==> config.mk <==
export PLATFORM = sky130hd
export DESIGN_NAME = store_buffer_flat
export DESIGN_NICKNAME = d
export VERILOG_FILES = /design/src/rtl/sb_pkg.sv /design/src/rtl/sb_if.sv /design/src/rtl/sb_fifo.sv /design/src/rtl/store_buffer.sv /design/src/flat_wrapper.sv
export SDC_FILE = /design/constraint.sdc
export NUM_CORES = 1
export LEC_CHECK = 0
export CORE_ASPECT_RATIO = 1.2
export CORE_MARGIN = 2
export CORE_UTILIZATION = 40
export CTS_BUF_LIST = sky130_fd_sc_hd__clkbuf_2
export DETAILED_ROUTE_END_ITERATION = 8
export PLACE_DENSITY = 0.59
export SYNTH_ARGS = -nofsm -noshare
export SYNTH_HDL_FRONTEND = slang
export SYNTH_SLANG_ARGS = --single-unit
==> constraint.sdc <==
create_clock -name clk -period 8.8 [get_ports clk]
set_input_delay 2.64 -clock clk [delete_from_list [all_inputs] [get_ports clk]]
set_output_delay 2.64 -clock clk [all_outputs]
set_load 0.05 [all_outputs]
==> src/rtl/sb_pkg.sv <==
// Store buffer shared types.
// Entry layout and default depth.
package sb_pkg;

    localparam int SB_DEPTH = 4;

    typedef struct packed {
        logic [31:0] addr;
        logic [31:0] data;
    } sb_entry_t;

endpackage

==> src/rtl/sb_if.sv <==
// Core/dmem bundle seen by the store buffer.
// slave = buffer side, master = core/memory side.
interface sb_if;

    logic        MemWrite;
    logic [31:0] ALUResult;
    logic [31:0] WriteData;
    logic [31:0] ReadData;
    logic        Stall;
    logic        Empty;
    logic        mem_we;
    logic [31:0] mem_waddr;
    logic [31:0] mem_wdata;
    logic        mem_ready;
    logic [31:0] mem_raddr;
    logic [31:0] mem_rdata;

    modport slave (
        input  MemWrite, ALUResult, WriteData, mem_ready, mem_rdata,
        output ReadData, Stall, Empty, mem_we, mem_waddr, mem_wdata,
        output mem_raddr
    );

    modport master (
        output MemWrite, ALUResult, WriteData, mem_ready, mem_rdata,
        input  ReadData, Stall, Empty, mem_we, mem_waddr, mem_wdata,
        input  mem_raddr
    );

endinterface

==> src/rtl/sb_fifo.sv <==
// Circular store FIFO: storage, pointers, occupancy.
// Slots are exported so the owner can scan them for forwarding.
module sb_fifo
    import sb_pkg::*;
#(
    parameter int DEPTH = SB_DEPTH,
    parameter int PW    = $clog2(DEPTH)
) (
    input  logic          clk,
    input  logic          reset,
    input  logic          push,
    input  sb_entry_t     pushEntry,
    input  logic          pop,
    output sb_entry_t     slots [DEPTH],
    output logic [PW-1:0] headPtr,
    output logic [PW:0]   count,
    output logic          full,
    output logic          empty
);

    logic [PW-1:0] head;
    logic [PW-1:0] tail;
    logic [PW:0]   cnt;
    logic          doPush;
    logic          doPop;
    sb_entry_t     mem [DEPTH];

    assign full   = (cnt == (PW+1)'(DEPTH));
    assign empty  = (cnt == '0);
    assign doPush = push && !full && !reset;
    assign doPop  = pop && !empty;

    always_ff @(posedge clk) begin
        if (reset) begin
            head <= '0;
            tail <= '0;
            cnt  <= '0;
        end else begin
            if (doPush) tail <= tail + 1'b1;
            if (doPop)  head <= head + 1'b1;
            case ({doPush, doPop})
                2'b10:   cnt <= cnt + 1'b1;
                2'b01:   cnt <= cnt - 1'b1;
                default: cnt <= cnt;
            endcase
        end
    end

    // Payload needs no reset; validity comes from cnt alone.
    always_ff @(posedge clk) begin
        if (doPush) mem[tail] <= pushEntry;
    end

    assign slots   = mem;
    assign headPtr = head;
    assign count   = cnt;

endmodule

==> src/rtl/store_buffer.sv <==
// Store buffer between core and dmem with load forwarding.
// Youngest matching word wins; otherwise dmem read data passes through.
module store_buffer
    import sb_pkg::*;
#(
    parameter int DEPTH = SB_DEPTH
) (
    input  logic clk,
    input  logic reset,
    sb_if.slave  bus
);

    localparam int PW = $clog2(DEPTH);

    sb_entry_t     slots [DEPTH];
    sb_entry_t     pushEntry;
    sb_entry_t     headEntry;
    logic [PW-1:0] headPtr;
    logic [PW-1:0] idx;
    logic [PW:0]   count;
    logic          full;
    logic          empty;
    logic          fwdHit;
    logic [31:0]   fwdData;

    assign pushEntry = '{addr: bus.ALUResult, data: bus.WriteData};

    sb_fifo #(
        .DEPTH (DEPTH),
        .PW    (PW)
    ) uFifo (
        .clk       (clk),
        .reset     (reset),
        .push      (bus.MemWrite),
        .pushEntry (pushEntry),
        .pop       (bus.mem_ready),
        .slots     (slots),
        .headPtr   (headPtr),
        .count     (count),
        .full      (full),
        .empty     (empty)
    );

    // Walk oldest to youngest so the last hit is the youngest store.
    always_comb begin
        fwdHit  = 1'b0;
        fwdData = '0;
        idx     = '0;
        for (int i = 0; i < DEPTH; i++) begin
            idx = headPtr + PW'(i);
            if ((PW+1)'(i) < count &&
                slots[idx].addr[31:2] == bus.ALUResult[31:2]) begin
                fwdHit  = 1'b1;
                fwdData = slots[idx].data;
            end
        end
    end

    assign headEntry     = slots[headPtr];
    assign bus.ReadData  = fwdHit ? fwdData : bus.mem_rdata;
    assign bus.Stall     = full;
    assign bus.Empty     = empty;
    assign bus.mem_we    = !empty;
    assign bus.mem_waddr = headEntry.addr;
    assign bus.mem_wdata = headEntry.data;
    assign bus.mem_raddr = bus.ALUResult;

endmodule

==> src/flat_wrapper.sv <==
// flat-port wrapper written by rule: the top's interface ports become plain ports
module store_buffer_flat import sb_pkg::*;
#(
    parameter int DEPTH = SB_DEPTH
)
  (clk, reset, bus_MemWrite, bus_ALUResult, bus_WriteData, bus_mem_ready, bus_mem_rdata, bus_ReadData, bus_Stall, bus_Empty, bus_mem_we, bus_mem_waddr, bus_mem_wdata, bus_mem_raddr);
  sb_if bus_i ();
  input  logic clk;
  input  logic reset;
  input wire logic [$bits(bus_i.MemWrite)-1:0] bus_MemWrite;
  input wire logic [$bits(bus_i.ALUResult)-1:0] bus_ALUResult;
  input wire logic [$bits(bus_i.WriteData)-1:0] bus_WriteData;
  input wire logic [$bits(bus_i.mem_ready)-1:0] bus_mem_ready;
  input wire logic [$bits(bus_i.mem_rdata)-1:0] bus_mem_rdata;
  output wire logic [$bits(bus_i.ReadData)-1:0] bus_ReadData;
  output wire logic [$bits(bus_i.Stall)-1:0] bus_Stall;
  output wire logic [$bits(bus_i.Empty)-1:0] bus_Empty;
  output wire logic [$bits(bus_i.mem_we)-1:0] bus_mem_we;
  output wire logic [$bits(bus_i.mem_waddr)-1:0] bus_mem_waddr;
  output wire logic [$bits(bus_i.mem_wdata)-1:0] bus_mem_wdata;
  output wire logic [$bits(bus_i.mem_raddr)-1:0] bus_mem_raddr;
  assign bus_i.MemWrite = bus_MemWrite;
  assign bus_i.ALUResult = bus_ALUResult;
  assign bus_i.WriteData = bus_WriteData;
  assign bus_i.mem_ready = bus_mem_ready;
  assign bus_i.mem_rdata = bus_mem_rdata;
  assign bus_ReadData = bus_i.ReadData;
  assign bus_Stall = bus_i.Stall;
  assign bus_Empty = bus_i.Empty;
  assign bus_mem_we = bus_i.mem_we;
  assign bus_mem_waddr = bus_i.mem_waddr;
  assign bus_mem_wdata = bus_i.mem_wdata;
  assign bus_mem_raddr = bus_i.mem_raddr;
  store_buffer #(.DEPTH(DEPTH)) u_core (.clk(clk), .reset(reset), .bus(bus_i));
endmodule
==> flow_results.org <==
** GRT
- Summed over all layers, the global routing overflow is 0.
- The initial antenna violation count is 4.
- The first global-routing pass estimated between 80000 and 90000 um of wire.
- Number of global-route vias before repair :: 13400
- Global-route usage over all layers :: between 20 and 25%
- Largest net degree at the start of global routing :: ~130

** Critical path
- On the critical path the largest part of the delay comes from simple AND/OR/NAND/NOR gates.
- Cell chain of the critical path :: clkdlybuf4s50_1, xnor2_1, nand4_1, or4_4, or4_1, buf_4, o22ai_1, o21ai_1, buf_4
- Type of origin of the critical path :: input pin
- R2R Path End :: u_core.uFifo.slots[233]$_DFFE_PP_
- Counting both buffers and inverters, the worst setup path holds a total of 3.
- The setup check on the worst reg-to-reg path leaves a slack of roughly 5.6 ns.
- Req. time, crit path :: around 6.2 ns
- Peak per-stage delay on the critical path :: between 0.6 and 0.7 ns
- Worst Path Max Fanout :: 32
- By instance count, the cell type seen most on the critical path is sky130_fd_sc_hd__buf_4.
- The critical path is of the in -> out type.
- Worst r2r src :: u_core.uFifo.count[0]$_SDFFE_PP0P_
- Endpoint type of the worst setup path :: primary output
- Slowest stage cell on the critical path :: sky130_fd_sc_hd__or4_1
- R2R cell count :: 7
- Data arrival at the endpoint of the critical path :: between 6 and 7 ns

** Place
- Input/output buffers :: between 200 and 250
- Final weighted congestion of routability-driven global placement :: ~0.9
- Detailed-placement wirelength estimate :: approximately 37000 um
- DP Area :: between 0.02 and 0.025 mm2

** Synthesis
- Part of the Yosys area used for sequential elements :: 44.1%
- For this run, asynchronously set or reset flops after synthesis account for 0%.
- Syn nets :: 1399
- Biggest area consumer among synthesized cells :: sky130_fd_sc_hd__edfxtp_1
- The synthesized design devotes to its leading area cell type 43.3% of total area.
- Ranked by total cell area, the synthesized netlist is headed by sky130_fd_sc_hd__edfxtp_1 (43%), sky130_fd_sc_hd__mux4_2 (22%), sky130_fd_sc_hd__mux2i_1 (6.3%), sky130_fd_sc_hd__xnor2_1 (3.4%), sky130_fd_sc_hd__nor2b_1 (2.3%).
- EDFF count, synth :: ~260
- Ys flop type :: sky130_fd_sc_hd__edfxtp_1
- Post-Synthesis Cell Area :: between 0.015 and 0.02 mm2
- Cell variety after synth :: 63
- Synthesized area per cell :: about 14 um2
- Gate count after technology mapping :: 1290
- Yosys printed 0 warnings.
- The synthesized design contains roughly 260 register bits.

** STA
- Hold Worst Slack :: ~0.6 ns
- Summed negative setup slack over all endpoints :: 0 ns
- Final Max Slew Viols :: 0
- Slew at the pin closest to its max-slew limit :: approximately 1.2 ns
- Between clock sinks in the finished design, the worst skew comes to 0.0672 ns.
- Final Hold Viols :: 0
- The smallest clock period supported by the final layout is computed as around 8.7 ns.
- The worst pin sits at a relative slew slack of around 20%.
- Setup repair after global routing left no endpoint under its margin.
- Timing would allow up to around 0.11 GHz.
- Setup violations remaining at the end of the flow were counted as 0.
- Share of the cycle needed by the critical path after routing :: 99.0%

** Cells and area
- The post-route netlist has between 20% and 30% of its cells at a drive strength greater than 1.
- The filler cells instantiated in the layout total 3875.
- After the last flow step, the layout net total stands at approximately 1600.
- Highest-count cells in the layout ignoring fill and taps :: sky130_fd_sc_hd__edfxtp_1 (256), sky130_fd_sc_hd__clkdlybuf4s50_1 (197), sky130_fd_sc_hd__mux4_2 (174), sky130_fd_sc_hd__mux2i_1 (111), sky130_fd_sc_hd__clkbuf_2 (90)
- The library cell used most frequently in the layout, excluding fill and tap cells, is sky130_fd_sc_hd__edfxtp_1.
- The multi-input combinational cells in the finished layout cover a total of between 0.009 and 0.01 mm2.
- The sequential cells in the finished layout cover a total of approximately 0.0078 mm2.
- Cells fill 49.0% of the core in the end.
- Area added between synthesis and finish :: 21.1%
- The finished cells cover roughly 0.021 mm2.

** Floorplanning
- The floorplan step defined a die boundary enclosing ~0.046 mm2.
- During I/O placement, the number of pins put on the boundary was approximately 230.
- The floorplan step set the die height to approximately 230 um.
- Initial standard-cell utilization of the core :: roughly 40%
- After floorplanning, the core was sized to cover 0.0438 mm2.
- Chip Width :: 196 um
- Row generation in the floorplan step produced 84 rows.

** Min path
- Start point of the worst hold path :: u_core.uFifo.tail[0]$_SDFFE_PP0P_
- Along the worst hold path, the cell count comes to 2.
- The tightest min-delay check is of the reg -> reg type.
- For hold timing, the worst endpoint is u_core.uFifo.tail[0]$_SDFFE_PP0P_.

** Routing
- In the final routed layout, each cell accounts on average for approximately 25 um.
- The first detailed-routing pass took 7 iterations.
- Avg Vias per Cell :: a little over 6
- 1st-iter DRT viols :: about 950
- Once detail routing completed, the nets flagged for antenna violations numbered 0.
- Wires add up to about 54000 um.
- Post-route DRC violation count :: 0
- Summing over every cut layer, the via total after detailed routing is approximately 13000.

** CTS
- Clock-pin slew on the worst setup and hold paths :: 0.10 ns
- H-tree depth :: 3
- TritonCTS built the clock tree.
- The number of clock buffers added by TritonCTS is 69.
- CTS Root Cell :: sky130_fd_sc_hd__clkbuf_2
- Number of buffers inserted by hold repair at cts :: 0
- Number of sinks driven by the clock tree :: 263
- For the worst-skew pair, the clock arrives at the later sink with an insertion delay of 0.98 ns.
- The clock passes through at most 3 buffers.

** Flow run
- Across the run, the number of max-cap violations was 0.

** Power
- The analysis attributes to cell leakage a power of ~7.1 nW.
- For this design the ratio of total power to cell area is between 200 and 250 mW/mm2.
- Maximum resistive drop on vdd :: 0.000238 V
- Total design power :: 5.12 mW

** Run status
- Outcome :: completed
-- where the power goes --
group	switching [mW]	internal [mW]
clock network	0.528	0.373
logic	1.51	1.16
registers	0.109	1.44
total	2.14	2.98
-- layout make-up --
cell class	count	share of cell area (%)
diodes	4	0.0466
clock buffers	90	2.10
clock inverters	29	0.967
inverters	12	0.210
multi-input cells	854	42.2
flip-flops and latches	263	36.5
well taps	559	3.26
repair buffers	301	14.8
-- stage by stage --
step | setup slack (ns) | std cells
4_1_cts | 0.0696 | 2108
3_3_place_gp | 0.0816 | 1989
5_1_grt | 0.00431 | 2111
6_report | 0.0872 | 2112
2_1_floorplan | 0.422 | 1290
3_5_place_dp | 0.0705 | 1989
-- tightest hold or removal path, cell delays in order, from the launching register on --
cell                      delay (ns)
sky130_fd_sc_hd__dfxtp_1        0.36
sky130_fd_sc_hd__xnor2_1        0.17
sky130_fd_sc_hd__nor2_1         0.04
-- sequential cells by signal, indices dropped and copies added, names as in the netlist --
register              count
u_core.uFifo.slots      256
u_core.uFifo.tail         2
u_core.uFifo.headPtr      2
u_core.uFifo.count        3
-- kinds of logic (layout without fill, tap and decap cells) --
logic type / Yosys count / in the layout / synth area share (%)
buffers and inverters: 173 / 432 / 5.22
AO/OA/AOI/OAI: 212 / 212 / 8.15
flip-flops: 263 / 263 / 44.1
AND/OR/NAND/NOR: 229 / 229 / 7.38
other: 0 / 4 / 0
XOR/XNOR: 103 / 103 / 5.09
adder cells (fa/ha/maj): 9 / 9 / 0.635
multiplexers: 301 / 301 / 29.4
-- how the worst max path moves through the flow --
stage                                  from                to  depth (start not counted)
after floorplan           bus_ALUResult[18]   bus_ReadData[0]                          8
after global placement     bus_ALUResult[9]  bus_ReadData[28]                          9
after detailed placement  bus_ALUResult[31]  bus_ReadData[28]                         11
after CTS                 bus_ALUResult[31]  bus_ReadData[28]                         11
after global routing      bus_ALUResult[31]   bus_ReadData[2]                         11
final                      bus_ALUResult[9]  bus_ReadData[26]                          9
-- Yosys cell counts (all sizes together) (3+ instances only) --
cell and count:
nor3 6, a21oi 46, clkbuf 67, a211oi 4
buf 94, nand2 15, xnor2 69, o2bb2ai 3
mux4 174, edfxtp 256, nand3 45, nor2b 66
a2111oi 4, o21ai 45, mux2i 113, dfxtp 7
or4 3, a221oi 3, or3 4, nand4 9
ha 9, a22oi 7, nor4 47, xor2 34
o22ai 43, nor2 22, mux2 14, inv 12
a41o 32, o221ai 3, and2 6
-- repair_timing --
action                     in CTS  in global routing
hold endpoints to repair        0                  0
setup endpoints to repair       0                 24
buffers inserted                0                  0
resized for setup               0                  3
-- metal layers --
metal  global-route usage [%]  vias to the layer above  share of wire (%)  routed length [um]
met1                     27.5                     6610                 38               20300
met4                     11.1                        2                4.0                2160
met2                     41.0                      574                 52               27800
met5                        0                        -              0.024                  13
li1                         -                     5682                  -                   -
met3                     3.59                      110                6.5                3470
Note: power is estimated with default switching activity, not from simulation.
